`src/rtl/iram_dump_tx.sv`:
```
// Reads instruction RAM back while the CPU is paused and streams every 24-bit
// word to the host as three 8N1 UART bytes, most significant byte first.
module iram_dump_tx #(
    parameter int CLK_FREQ = 100000000,
    parameter int BAUD     = 115200,
    parameter int ADDR_W   = 8
) (
    input  logic              clk,
    input  logic              rst,
    input  logic              start,
    input  logic              cpu_paused,
    input  logic [ADDR_W-1:0] last_addr,
    output logic [ADDR_W-1:0] iram_addr,
    input  logic [23:0]       iram_data,
    output logic              tx,
    output logic              busy,
    output logic              done,
    output logic              aborted
);

    localparam int CLKS_PER_BIT = CLK_FREQ / BAUD;
    localparam int CNT_W        = (CLKS_PER_BIT > 1) ? $clog2(CLKS_PER_BIT) : 1;
    localparam logic [CNT_W-1:0] BAUD_LAST = CNT_W'(CLKS_PER_BIT - 1);

    typedef enum logic [2:0] {
        S_IDLE,
        S_FETCH,
        S_LATCH,
        S_START,
        S_DATA,
        S_STOP,
        S_NEXT
    } state_t;

    state_t            state_q, state_d;
    logic [ADDR_W-1:0] addr_q, addr_d;
    logic [ADDR_W-1:0] end_q, end_d;
    logic [15:0]       word_q, word_d;
    logic [7:0]        byte_q, byte_d;
    logic [1:0]        byte_idx_q, byte_idx_d;
    logic [2:0]        bit_idx_q, bit_idx_d;
    logic [CNT_W-1:0]  baud_q, baud_d;
    logic              tx_q, tx_d;
    logic              baud_tick;

    assign baud_tick = (baud_q == BAUD_LAST);

    always_comb begin
        state_d    = state_q;
        addr_d     = addr_q;
        end_d      = end_q;
        word_d     = word_q;
        byte_d     = byte_q;
        byte_idx_d = byte_idx_q;
        bit_idx_d  = bit_idx_q;
        baud_d     = '0;
        busy       = (state_q != S_IDLE);
        done       = 1'b0;
        aborted    = 1'b0;

        case (state_q)
            S_IDLE: begin
                if (start && cpu_paused) begin
                    end_d   = last_addr;
                    addr_d  = '0;
                    state_d = S_FETCH;
                end
            end
            S_FETCH: begin
                state_d = S_LATCH;
            end
            S_LATCH: begin
                // Top byte goes straight to the shifter; the lower two wait in word_q.
                word_d     = iram_data[15:0];
                byte_d     = iram_data[23:16];
                byte_idx_d = 2'd0;
                state_d    = S_START;
            end
            S_START: begin
                baud_d = baud_tick ? '0 : baud_q + CNT_W'(1);
                if (baud_tick) begin
                    bit_idx_d = 3'd0;
                    state_d   = S_DATA;
                end
            end
            S_DATA: begin
                baud_d = baud_tick ? '0 : baud_q + CNT_W'(1);
                if (baud_tick) begin
                    if (bit_idx_q == 3'd7) begin
                        state_d = S_STOP;
                    end else begin
                        bit_idx_d = bit_idx_q + 3'd1;
                        byte_d    = {1'b0, byte_q[7:1]};
                    end
                end
            end
            S_STOP: begin
                baud_d = baud_tick ? '0 : baud_q + CNT_W'(1);
                if (baud_tick) begin
                    if (byte_idx_q != 2'd2) begin
                        byte_idx_d = byte_idx_q + 2'd1;
                        byte_d     = (byte_idx_q == 2'd0) ? word_q[15:8] : word_q[7:0];
                        state_d    = S_START;
                    end else begin
                        state_d = S_NEXT;
                    end
                end
            end
            S_NEXT: begin
                // Compare before incrementing so end=all-ones never wraps to 0.
                if (!cpu_paused) begin
                    aborted = 1'b1;
                    busy    = 1'b0;
                    state_d = S_IDLE;
                end else if (addr_q == end_q) begin
                    done    = 1'b1;
                    busy    = 1'b0;
                    state_d = S_IDLE;
                end else begin
                    addr_d  = addr_q + ADDR_W'(1);
                    state_d = S_FETCH;
                end
            end
            default: begin
                busy    = 1'b0;
                state_d = S_IDLE;
            end
        endcase

        // Line level is registered from the next state so tx changes in step with it.
        if (state_d == S_START) begin
            tx_d = 1'b0;
        end else if (state_d == S_DATA) begin
            tx_d = byte_d[0];
        end else begin
            tx_d = 1'b1;
        end
    end

    always_ff @(posedge clk) begin
        if (rst) begin
            state_q    <= S_IDLE;
            addr_q     <= '0;
            end_q      <= '0;
            byte_idx_q <= '0;
            bit_idx_q  <= '0;
            baud_q     <= '0;
            tx_q       <= 1'b1;
        end else begin
            state_q    <= state_d;
            addr_q     <= addr_d;
            end_q      <= end_d;
            byte_idx_q <= byte_idx_d;
            bit_idx_q  <= bit_idx_d;
            baud_q     <= baud_d;
            tx_q       <= tx_d;
        end
    end

    always_ff @(posedge clk) begin
        word_q <= word_d;
        byte_q <= byte_d;
    end

    assign iram_addr = addr_q;
    assign tx        = tx_q;

endmodule

```
`config.mk`:
```
export PLATFORM = sky130hd
export DESIGN_NAME = iram_dump_tx
export DESIGN_NICKNAME = d
export VERILOG_FILES = /design/src/rtl/iram_dump_tx.sv
export SDC_FILE = /design/constraint.sdc
export NUM_CORES = 1
export LEC_CHECK = 0
export CORE_MARGIN = 2
export CORE_UTILIZATION = 33
export CTS_CLUSTER_SIZE = 20
export DETAILED_ROUTE_END_ITERATION = 6
export SKIP_CTS_REPAIR_TIMING = 1
export SYNTH_ARGS = -nofsm -noshare
export SYNTH_HDL_FRONTEND = slang
export SYNTH_SLANG_ARGS = --single-unit
```
`constraint.sdc`:
```
create_clock -name clk -period 2.9 [get_ports clk]
set_input_delay 0.435 -clock clk [delete_from_list [all_inputs] [get_ports clk]]
set_output_delay 0.435 -clock clk [all_outputs]
set_load 0.1 [all_outputs]
```
After elaboration in Yosys (flattened, before gate mapping)
Index checks and enable logic that the tools add are counted.
- add/subtract/negate cells: 4
- equal/unequal tests: 20
- multiplexer cells: 36
- bitwise gates (word level): 1
- reduce and logical (&&, ||, !) cells: 16
- operators by type and width (kind ; count):
    8-bit two-way mux ; 8
    3-bit two-way mux ; 9
    8-bit one-hot mux with 3 select lines ; 1
    3-bit one-hot mux with 7 select lines ; 1
    2-bit != test, second input constant ; 9
    8-bit one-hot mux with 2 select lines ; 1
    3-bit equality test, second input constant ; 5
    1-bit two-way mux ; 11
    10-bit by 1-bit adder with 10-bit output, second input constant ; 1
    10-bit equality test, second input constant ; 1
    3-bit by 2-bit equality test with 1-bit output, second input constant ; 3
    8-bit by 1-bit adder with 8-bit output, second input constant ; 1
    8-bit equality test ; 1
    4-bit AND reduction ; 2
    3-bit one-hot mux with 2 select lines ; 1
    2-bit nonzero test ; 3
    3-bit nonzero test ; 2
    3-bit OR reduction ; 2
    6-bit OR reduction ; 1
    5-bit AND reduction ; 1
    2-bit two-way mux ; 2
    2-bit one-hot mux with 2 select lines ; 1
    3-bit by 1-bit adder with 3-bit output, second input constant ; 1
    3-bit by 1-bit equality test with 1-bit output, second input constant ; 1
    other kinds (8) ; 8
- bits in registers: 59
- logic and storage cells: 87

Logic depth before layout (Yosys ltp)
Gate-level depths: netlist (run 1).
- depth after elaboration: 7
- gate-level depth with buffers: 8
- gate-level depth less buffers: 7

Least setup slack after synthesis (run 1)
Ideal clock, no wire load.
- path type: register to output
- start point: register addr_q[5] (netlist: iram_addr[5])
- end point: output port done
- arrival: 2902 ps
- data required time: 2465 ps
- setup slack: -437 ps
- cell stages (with the launch flop): 5
- buffers on the path: 0
- path through: dfxtp_1 xor2_1 nor4_2 nand2_1 nor2_1
- longest elaborated chain between the ends: 4
- RTL lines (item ; RTL line ; RTL):
    start: declaration ; 36 ; logic [ADDR_W-1:0] addr_q, addr_d;
    start signal: assignment ; 151 ; addr_q <= addr_d;
    8-bit equality test ; 115 ; end else if (addr_q == end_q) begin
    1-bit two-way mux ; 115 ;
    1-bit two-way mux ; 111 ; if (!cpu_paused) begin
    1-bit two-way mux ; 61 ; case (state_q)
    end: declaration ; 17 ; output logic done,
No other way between the ends.

Worst setup path after layout (run 1)
- start point: register addr_q[5] (netlist: iram_addr[5])
- end point: output port busy
- longest elaborated chain between the ends: 4
- RTL lines (item ; RTL line ; RTL):
    8-bit equality test ; 115 ;
    1-bit two-way mux ; 115 ;
    1-bit two-way mux ; 111 ;
    1-bit one-hot mux with 2 select lines ; 61 ;
    end: declaration ; 16 ; output logic busy,
No other way between the ends.

==> results by group, run 1 <==
Yosys
  – Cell variety after synth: 51
  – Part of the Yosys area used for sequential elements: 0.4934
  – Cell Area, Synth: around 0.0029 mm2
  – Synthesized flop and latch total: 59
  – Synthesized area divided by synthesized cell count: ~10 um2
  – Most used DFF post-synth: dfxtp_1
  – Multiplexer area fraction after synthesis: 0.05031
  – Fraction of synthesis flops using an asynchronous set or reset pin: 0
  – Adder-cell share of the synthesized area: 0.02625
  – Nets in the synthesized netlist: about 330
  – EDFF count, synth: 23
  – Synthesized-area fraction occupied by ao, oa, aoi and oai cells: 0.1225
  – Combinational family with the most area after synthesis: simple AND/OR/NAND/NOR gates
  – Xor and xnor area share after synthesis: 0.04899
  – Cell count after synthesis: roughly 290
  – Count of synthesis-stage warnings from yosys: 0
  – Simple-gate area share of the yosys netlist: 0.2235

STA
  – Sum Neg Setup Slack: 0 ns
  – Transition time of the tightest slew-check pin: 0.5038 ns
  – Final number of setup-violating endpoints: 0
  – Count of endpoints failing hold in the final timing report: 0
  – Count of pins over their slew limit: 0
  – Fmax: ~400 MHz
  – RSZ-0062 raised after global routing: false
  – Clock period minus worst slack: around 2.5 ns
  – Post-route fraction of the period consumed by the critical path: 0.8624
  – Max-slew headroom: 0.6554
  – Worst-case clock skew: just over 0.009 ns

CTS
  – CTS sink cnt: 59
  – CTS buffer count: 9
  – Clock Latency Late Sink: between 0.3 and 0.4 ns
  – Clk Tree Root Cell: clkbuf_8
  – CTS max path bufs: 2
  – Maximum level of the CTS H-tree: 3
  – Post-CTS clock slew at the launch and capture registers of the worst setup and hold paths: about 0.07 ns
  – TritonCTS clock tree: yes

Final layout
  – Most common cell after layout, fill and taps aside: dfxtp_1
  – Area growth from synthesis to final layout: 26.86%
  – Proportion of layout cells with a drive suffix above 1: 0.1479
  – Number of antenna repair diodes: 0
  – Final core occ: 0.4372
  – Non-filler cells, final: roughly 440
  – Leading cell types in the layout, fill and taps excluded: dfxtp_1, clkdlybuf4s50_1, nand2_1
  – Layout Cell Area excl Fill: 0.003628 mm2
  – Final-stage net count: 375

Critical path
  – RR Endpoint: tx$_SDFF_PP1_
  – R2R depth: 6
  – Data required time of the worst path: 2.47 ns
  – Largest fanout on the critical path: 11
  – Worst Setup Start Kind: flip-flop
  – Arrival time of data at the critical path endpoint: 2.07 ns
  – R2R Setup Slk: between 0.7 and 0.8 ns
  – Worst reg2reg path startpoint: baud_q[0]$_SDFF_PP0_
  – Path type of the worst setup path: flip-flop to primary output
  – Endpoint type of the worst setup path: primary output

Routing
  – Total number of vias: approximately 2300
  – Detailed-routed wire length on met2: 2.863 mm
  – M1 WL: about 2.8 mm
  – Final routed wirelength across all metal layers: between 6 and 7 mm
  – Number of design rule violations left after detail routing: 0
  – Average detailed-routed wire length per instance: 13.88 um
  – Met3 layer wire length in the routed design: 319 um
  – Iteration-0 DRC Markers: ~120
  – Antenna violation net count after detailed routing: 0
  – Total iterations of the first detailed-routing run: 4
  – Topmost layer with routed signal wires: met4
  – Via/cell ratio: roughly 5

Pwr
  – Leakage power figure: 1.425 nW
  – Switching power as a share of total power: 0.2329
  – Switch Pwr: roughly 0.44 mW
  – Power density cells: ~520 mW/mm2
  – Share of total power in the clock network: 0.425
  – Combinational group share of total power: 0.094
  – Internal power: between 1 and 1.5 mW
  – Worst IR Drop VDD: slightly above 0.0002 V
  – Sequential power share: 0.481

Placed design
  – Half-perimeter wire length after placement: about 4.4 mm
  – Placer Congestion: 0.8600
  – Cell count after placement: 427
  – Placed cell area: 0.003421 mm2
  – Port bufs: 47

Global routing
  – Largest net degree at the start of global routing: 16
  – Wire length of the first global-routing pass: 10.27 mm
  – Vias in the first global route: 2209
  – Number of antenna violations at the first check in global routing: 0
  – Overall global routing resource usage: 0.1355
  – Grt total ovfl: 0

Floorplanning
  – Initial Utilization: 0.3446
  – IO Count: 48
  – Die area: 0.009428 mm2
  – Standard cell core area: around 0.0083 mm2
  – Horizontal die dimension: 97.10 um
  – Height of the chip: between 90 and 100 um
  – Number of cell rows: 33

Status
  – Outcome: finished, final reports clean

Min path
  – Hold Path Stages: 1
  – HP Class: flip-flop to flip-flop
  – Startpoint of the lowest-slack hold path: baud_q[0]$_SDFF_PP0_
  – Hold Crit Endpoint: baud_q[0]$_SDFF_PP0_

Job
  – Number of max-capacitance violations reported: 0
-- final cells by class --
| cell class | count | area (um2) |
|---|---|---|
| clock buffers | 10 | 127.6 |
| clock inverters | 6 | 80.08 |
| fillers | 770 | 4671 |
| inverters | 7 | 26.28 |
| multi-input cells | 205 | 1356 |
| flip-flops and latches | 59 | 1411 |
| well taps | 105 | 131.4 |
| repair buffers | 51 | 495.5 |
-- worst max-delay path, stage by stage (launching register included) --
cell,delay [ns]
dfxtp_1,0.47
xor2_1,0.12
nor4_2,0.41
a21o_1,0.38
nand2_1,0.15
buf_12,0.19
-- state kept, by name (all words and copies together), names as in the netlist, 2 cells and up --
signal	count
byte_idx_q	2
byte_q	8
iram_addr	8
word_q	16
bit_idx_q	3
end_q	8
state_q	3
baud_q	10
-- synth_stat cells, types with 3 or more instances --
master	n	area, um2
xnor2_1	3	26.28
nand4_1	4	25.02
nand2_1	33	123.9
edfxtp_1	23	690.7
or3_1	3	18.77
a21oi_1	17	85.08
nand3_1	13	65.06
o21ai_0	14	70.07
xor2_1	13	113.9
clkbuf_1	5	18.77
nor4_2	3	37.54
mux2i_1	11	110.1
dfxtp_1	36	720.7
ha_1	6	75.07
and4_1	3	26.28
buf_2	6	30.03
and3_1	9	56.30
nor2b_1	4	25.02
inv_1	6	22.52
a22oi_1	6	45.04
nor2_1	24	90.09
o2111ai_1	3	26.28
mux2_2	3	33.78
a2111o_1	4	45.04
-- routing by layer --
layer / vias to the layer above / global-route usage
li1: 1139 / -
met1: 1058 / 0.1744
met2: 52 / 0.2078
met3: 12 / 0.04173
met4: 0 / 0.06392
met5: - / 0
-- logic make-up after synthesis --
| kind of cell | after synthesis |
|---|---|
| muxes | 14 |
| DFF | 59 |
| AOI/OAI and AO/OA | 54 |
| buffers and inverters | 21 |
| xor gates and xnor gates | 16 |
| adders and majority gates | 6 |
| and+or+nand+nor | 115 |
-- power by group through the flow --
stage	registers [mW]	logic, mW	clock network (mW)
2_1_floorplan	0.927	0.100	0
3_3_place_gp	0.932	0.178	0
3_5_place_dp	0.932	0.179	0
4_1_cts	0.914	0.180	0.825
5_1_grt	0.917	0.195	0.860
6_report	0.914	0.179	0.808
-- stage by stage --
step / hold slack (ns) / power [mW] / setup slack, ns
final: 0.4651 / 1.901 / 0.3991
after CTS: 0.4697 / 1.920 / 0.3838
after global routing: 0.4900 / 1.971 / 0.2495
after detailed placement: 0.4483 / 1.112 / 0.5014
after global placement: 0.4404 / 1.110 / 0.5305
after floorplan: 0.4261 / 1.027 / 0.003081
-- how the worst max path moves through the flow --
stage,startpoint,to,slack (ns)
6_report,iram_addr[5]$_SDFFE_PP0P_,busy,0.40
5_1_grt,iram_addr[5]$_SDFFE_PP0P_,busy,0.25
4_1_cts,iram_addr[5]$_SDFFE_PP0P_,busy,0.38
3_5_place_dp,cpu_paused,busy,0.50
3_3_place_gp,cpu_paused,busy,0.53
2_1_floorplan,iram_addr[5]$_SDFFE_PP0P_,done,0.003
(Power assumes the default switching activity.)
==> run 2: changes to the inputs <==
--- a/config.mk
+++ b/config.mk
@@ -10,6 +10,8 @@
 export CTS_CLUSTER_SIZE = 20
 export DETAILED_ROUTE_END_ITERATION = 6
 export SKIP_CTS_REPAIR_TIMING = 1
+export SKIP_LAST_GASP = 1
 export SYNTH_ARGS = -nofsm -noshare
 export SYNTH_HDL_FRONTEND = slang
 export SYNTH_SLANG_ARGS = --single-unit
+export TNS_END_PERCENT = 50
==> run 2 against run 1 <==
Wire length hardly changed. Clock skew is 0.0036 ns lower. Combinational power about the same. First-iteration DRC count is 0.85% higher. Maximum frequency about the same. Register-to-register slack better by 0.05 ns. Cell area decreased by 0.79%. Critical endpoint unchanged.
==> results by group, run 2 (synthesis gave the netlist of run 1 again) <==
Routing
  – Total number of vias: 2239 (-0.97%)
  – Topmost layer with routed signal wires: met4
  – Final routed wirelength across all metal layers: 6.149 mm (about the same)
  – Iteration-0 DRC Markers: 118 (+0.85%)
  – Via/cell ratio: 5.054 (-0.97%)
  – Antenna violation net count after detailed routing: 0 (unchanged)
  – Met3 layer wire length in the routed design: 352 um (+10%)
  – Average detailed-routed wire length per instance: 13.88 um (about the same)
  – Total iterations of the first detailed-routing run: 4 (unchanged)
  – M1 WL: 2.887 mm (+1.7%)
  – Number of design rule violations left after detail routing: 0 (unchanged)
  – Detailed-routed wire length on met2: 2.830 mm (-1.2%)

Placed design
  – Port bufs: 47 (unchanged)
  – Half-perimeter wire length after placement: 4.417 mm (-0.19%)
  – Placer Congestion: 0.8635 (+0.41%)
  – Pre-CTS WS: 0.5420 ns (+0.04063 ns)
  – Cell count after placement: 427 (unchanged)

Critical path
  – Worst reg2reg path startpoint: baud_q[0]$_SDFF_PP0_
  – Path type of the worst setup path: flip-flop to primary output
  – Endpoint type of the worst setup path: primary output
  – Worst Setup Start Kind: flip-flop
  – Largest fanout on the critical path: 11 (unchanged)
  – Launching element of the worst setup path: iram_addr[5]$_SDFFE_PP0P_
  – Data required time of the worst path: 2.47 ns (about the same)
  – Arrival time of data at the critical path endpoint: 2.07 ns (about the same)
  – WP buf/inv: 1 (unchanged)
  – R2R Setup Slk: 0.76 ns (+0.05 ns)
  – Stage delay of the slowest cell on the critical path: 0.47 ns (about the same)
  – Ordered list of cells on the worst path: xor2_1 > nor4_2 > a21o_1 > nand2_1 > buf_12
  – Slowest stage cell, crit path: dfxtp_1
  – Critical path's top delay family: simple AND/OR/NAND/NOR gates

Job
  – Number of max-capacitance violations reported: 0 (unchanged)

Pwr
  – Final Power: 1.799 mW (-5.4%)
  – Leakage power figure: 1.417 nW (-0.56%)
  – Worst IR Drop VDD: 0.0002800 V (+37%)
  – Power density cells: 499.7 mW/mm2 (-4.6%)

STA
  – Count of endpoints failing hold in the final timing report: 0 (unchanged)
  – RSZ-0062 raised after global routing: false
  – Max-slew headroom: 0.6680 (+0.01251)
  – Worst-case clock skew: 0.005615 ns (-0.003568 ns)
  – Count of pins over their slew limit: 0 (unchanged)
  – Final number of setup-violating endpoints: 0 (unchanged)
  – Transition time of the tightest slew-check pin: 0.4974 ns (-0.006426 ns)
  – Least setup slack across all paths after layout: 0.3982 ns (-0.0008880 ns)
  – Post-Route Hold Slack: 0.4652 ns (+0.00009000 ns)
  – Post-route fraction of the period consumed by the critical path: 0.8627 (about the same)
  – Fmax: 399.7 MHz (about the same)
  – Clock period minus worst slack: 2.502 ns (+0.0008880 ns)

Min path
  – Startpoint of the lowest-slack hold path: baud_q[0]$_SDFF_PP0_
  – HP Class: flip-flop to flip-flop

Floorplanning
  – Height of the chip: 97.10 um (unchanged)
  – IO Count: 48 (unchanged)
  – Standard cell core area: 0.008299 mm2 (unchanged)
  – Die area: 0.009428 mm2 (unchanged)
  – Initial Utilization: 0.3446 (unchanged)
  – Number of cell rows: 33 (unchanged)
  – Horizontal die dimension: 97.10 um (unchanged)

CTS
  – Clk Tree Root Cell: clkbuf_8
  – CTS sink cnt: 59 (unchanged)
  – Maximum level of the CTS H-tree: 3 (unchanged)
  – Clock Latency Late Sink: 0.33 ns (-0.02 ns)
  – CTS buffer count: 9 (unchanged)
  – TritonCTS clock tree: yes
  – CTS max path bufs: 2 (unchanged)
  – Post-CTS clock slew at the launch and capture registers of the worst setup and hold paths: 0.06 ns (about the same)

Status
  – Outcome: finished, final reports clean

Final layout
  – Area growth from synthesis to final layout: 25.85%
  – Registers with the most flip-flops: word_q (16), baud_q (10)
  – Number of fill cells: 807 (+4.8%)
  – Reg with most FFs: word_q
  – Number of antenna repair diodes: 0 (unchanged)
  – Most common cell after layout, fill and taps aside: dfxtp_1
  – Proportion of layout cells with a drive suffix above 1: 0.1450 (-0.002959)
  – Non-filler cells, final: 443 (unchanged)
  – Leading cell types in the layout, fill and taps excluded: dfxtp_1, clkdlybuf4s50_1, nand2_1
  – Number of flip-flops in the largest register: 16 (unchanged)
  – Final-stage net count: 375 (unchanged)

Global routing
  – Grt total ovfl: 0 (unchanged)
  – Wire length of the first global-routing pass: 10.51 mm (+2.3%)
  – Vias in the first global route: 2225 (+0.72%)
  – Number of antenna violations at the first check in global routing: 0 (unchanged)
  – Largest net degree at the start of global routing: 16 (unchanged)
  – Overall global routing resource usage: 0.1378 (+0.002281)
-- run 2: cell count changes in the layout (fill, tap and decap cells not counted), sizes merged --
cell and delta:
bufinv -2, clkinvlp -1, clkinv -1, clkbuf +4
-- run 2: per-stage QoR --
step	setup TNS [ns]	instance area, um2	utilization
6_report	0	3600	0.4337
2_1_floorplan	-0.1519	2863	-
3_5_place_dp	0	3416	0.4116
5_1_grt	0	3600	0.4337
3_3_place_gp	0	3416	0.4116
4_1_cts	0	3600	0.4337
-- run 2: power breakdown --
| group | total, mW | leakage, nW | switching, mW | internal (mW) |
|---|---|---|---|---|
| clock network | 0.706 | 0.0956 | 0.322 | 0.384 |
| registers | 0.915 | 0.506 | 0.0206 | 0.895 |
| logic | 0.178 | 0.815 | 0.0903 | 0.0873 |
-- run 2: path summary, 6_finish.rpt --
| kind | cells after the start | to |
|---|---|---|
| worst max-delay path | 5 | busy |
| worst min-delay path | 1 | baud_q[0]$_SDFF_PP0_ |
| worst max register to register | 6 | tx$_SDFF_PP1_ |
| worst min register to register | 1 | baud_q[0]$_SDFF_PP0_ |
-- run 2: per-layer routing --
layer  track usage  vias up
met4       0.05850        0
li1              -     1131
met3       0.03525        7
met2        0.2147       65
met5             0        -
met1        0.1816     1036
-- run 2: area by class of cell --
type	instances	area (um2)	share of cell area
Inverter	7	26.28	0.007299
Clock inverter	2	10.01	0.002781
Timing Repair Buffer	51	495.5	0.1376
Tap cell	105	131.4	0.03650
Multi-Input combinational cell	205	1351	0.3754
Sequential cell	59	1411	0.3921
Clock buffer	14	173.9	0.04831
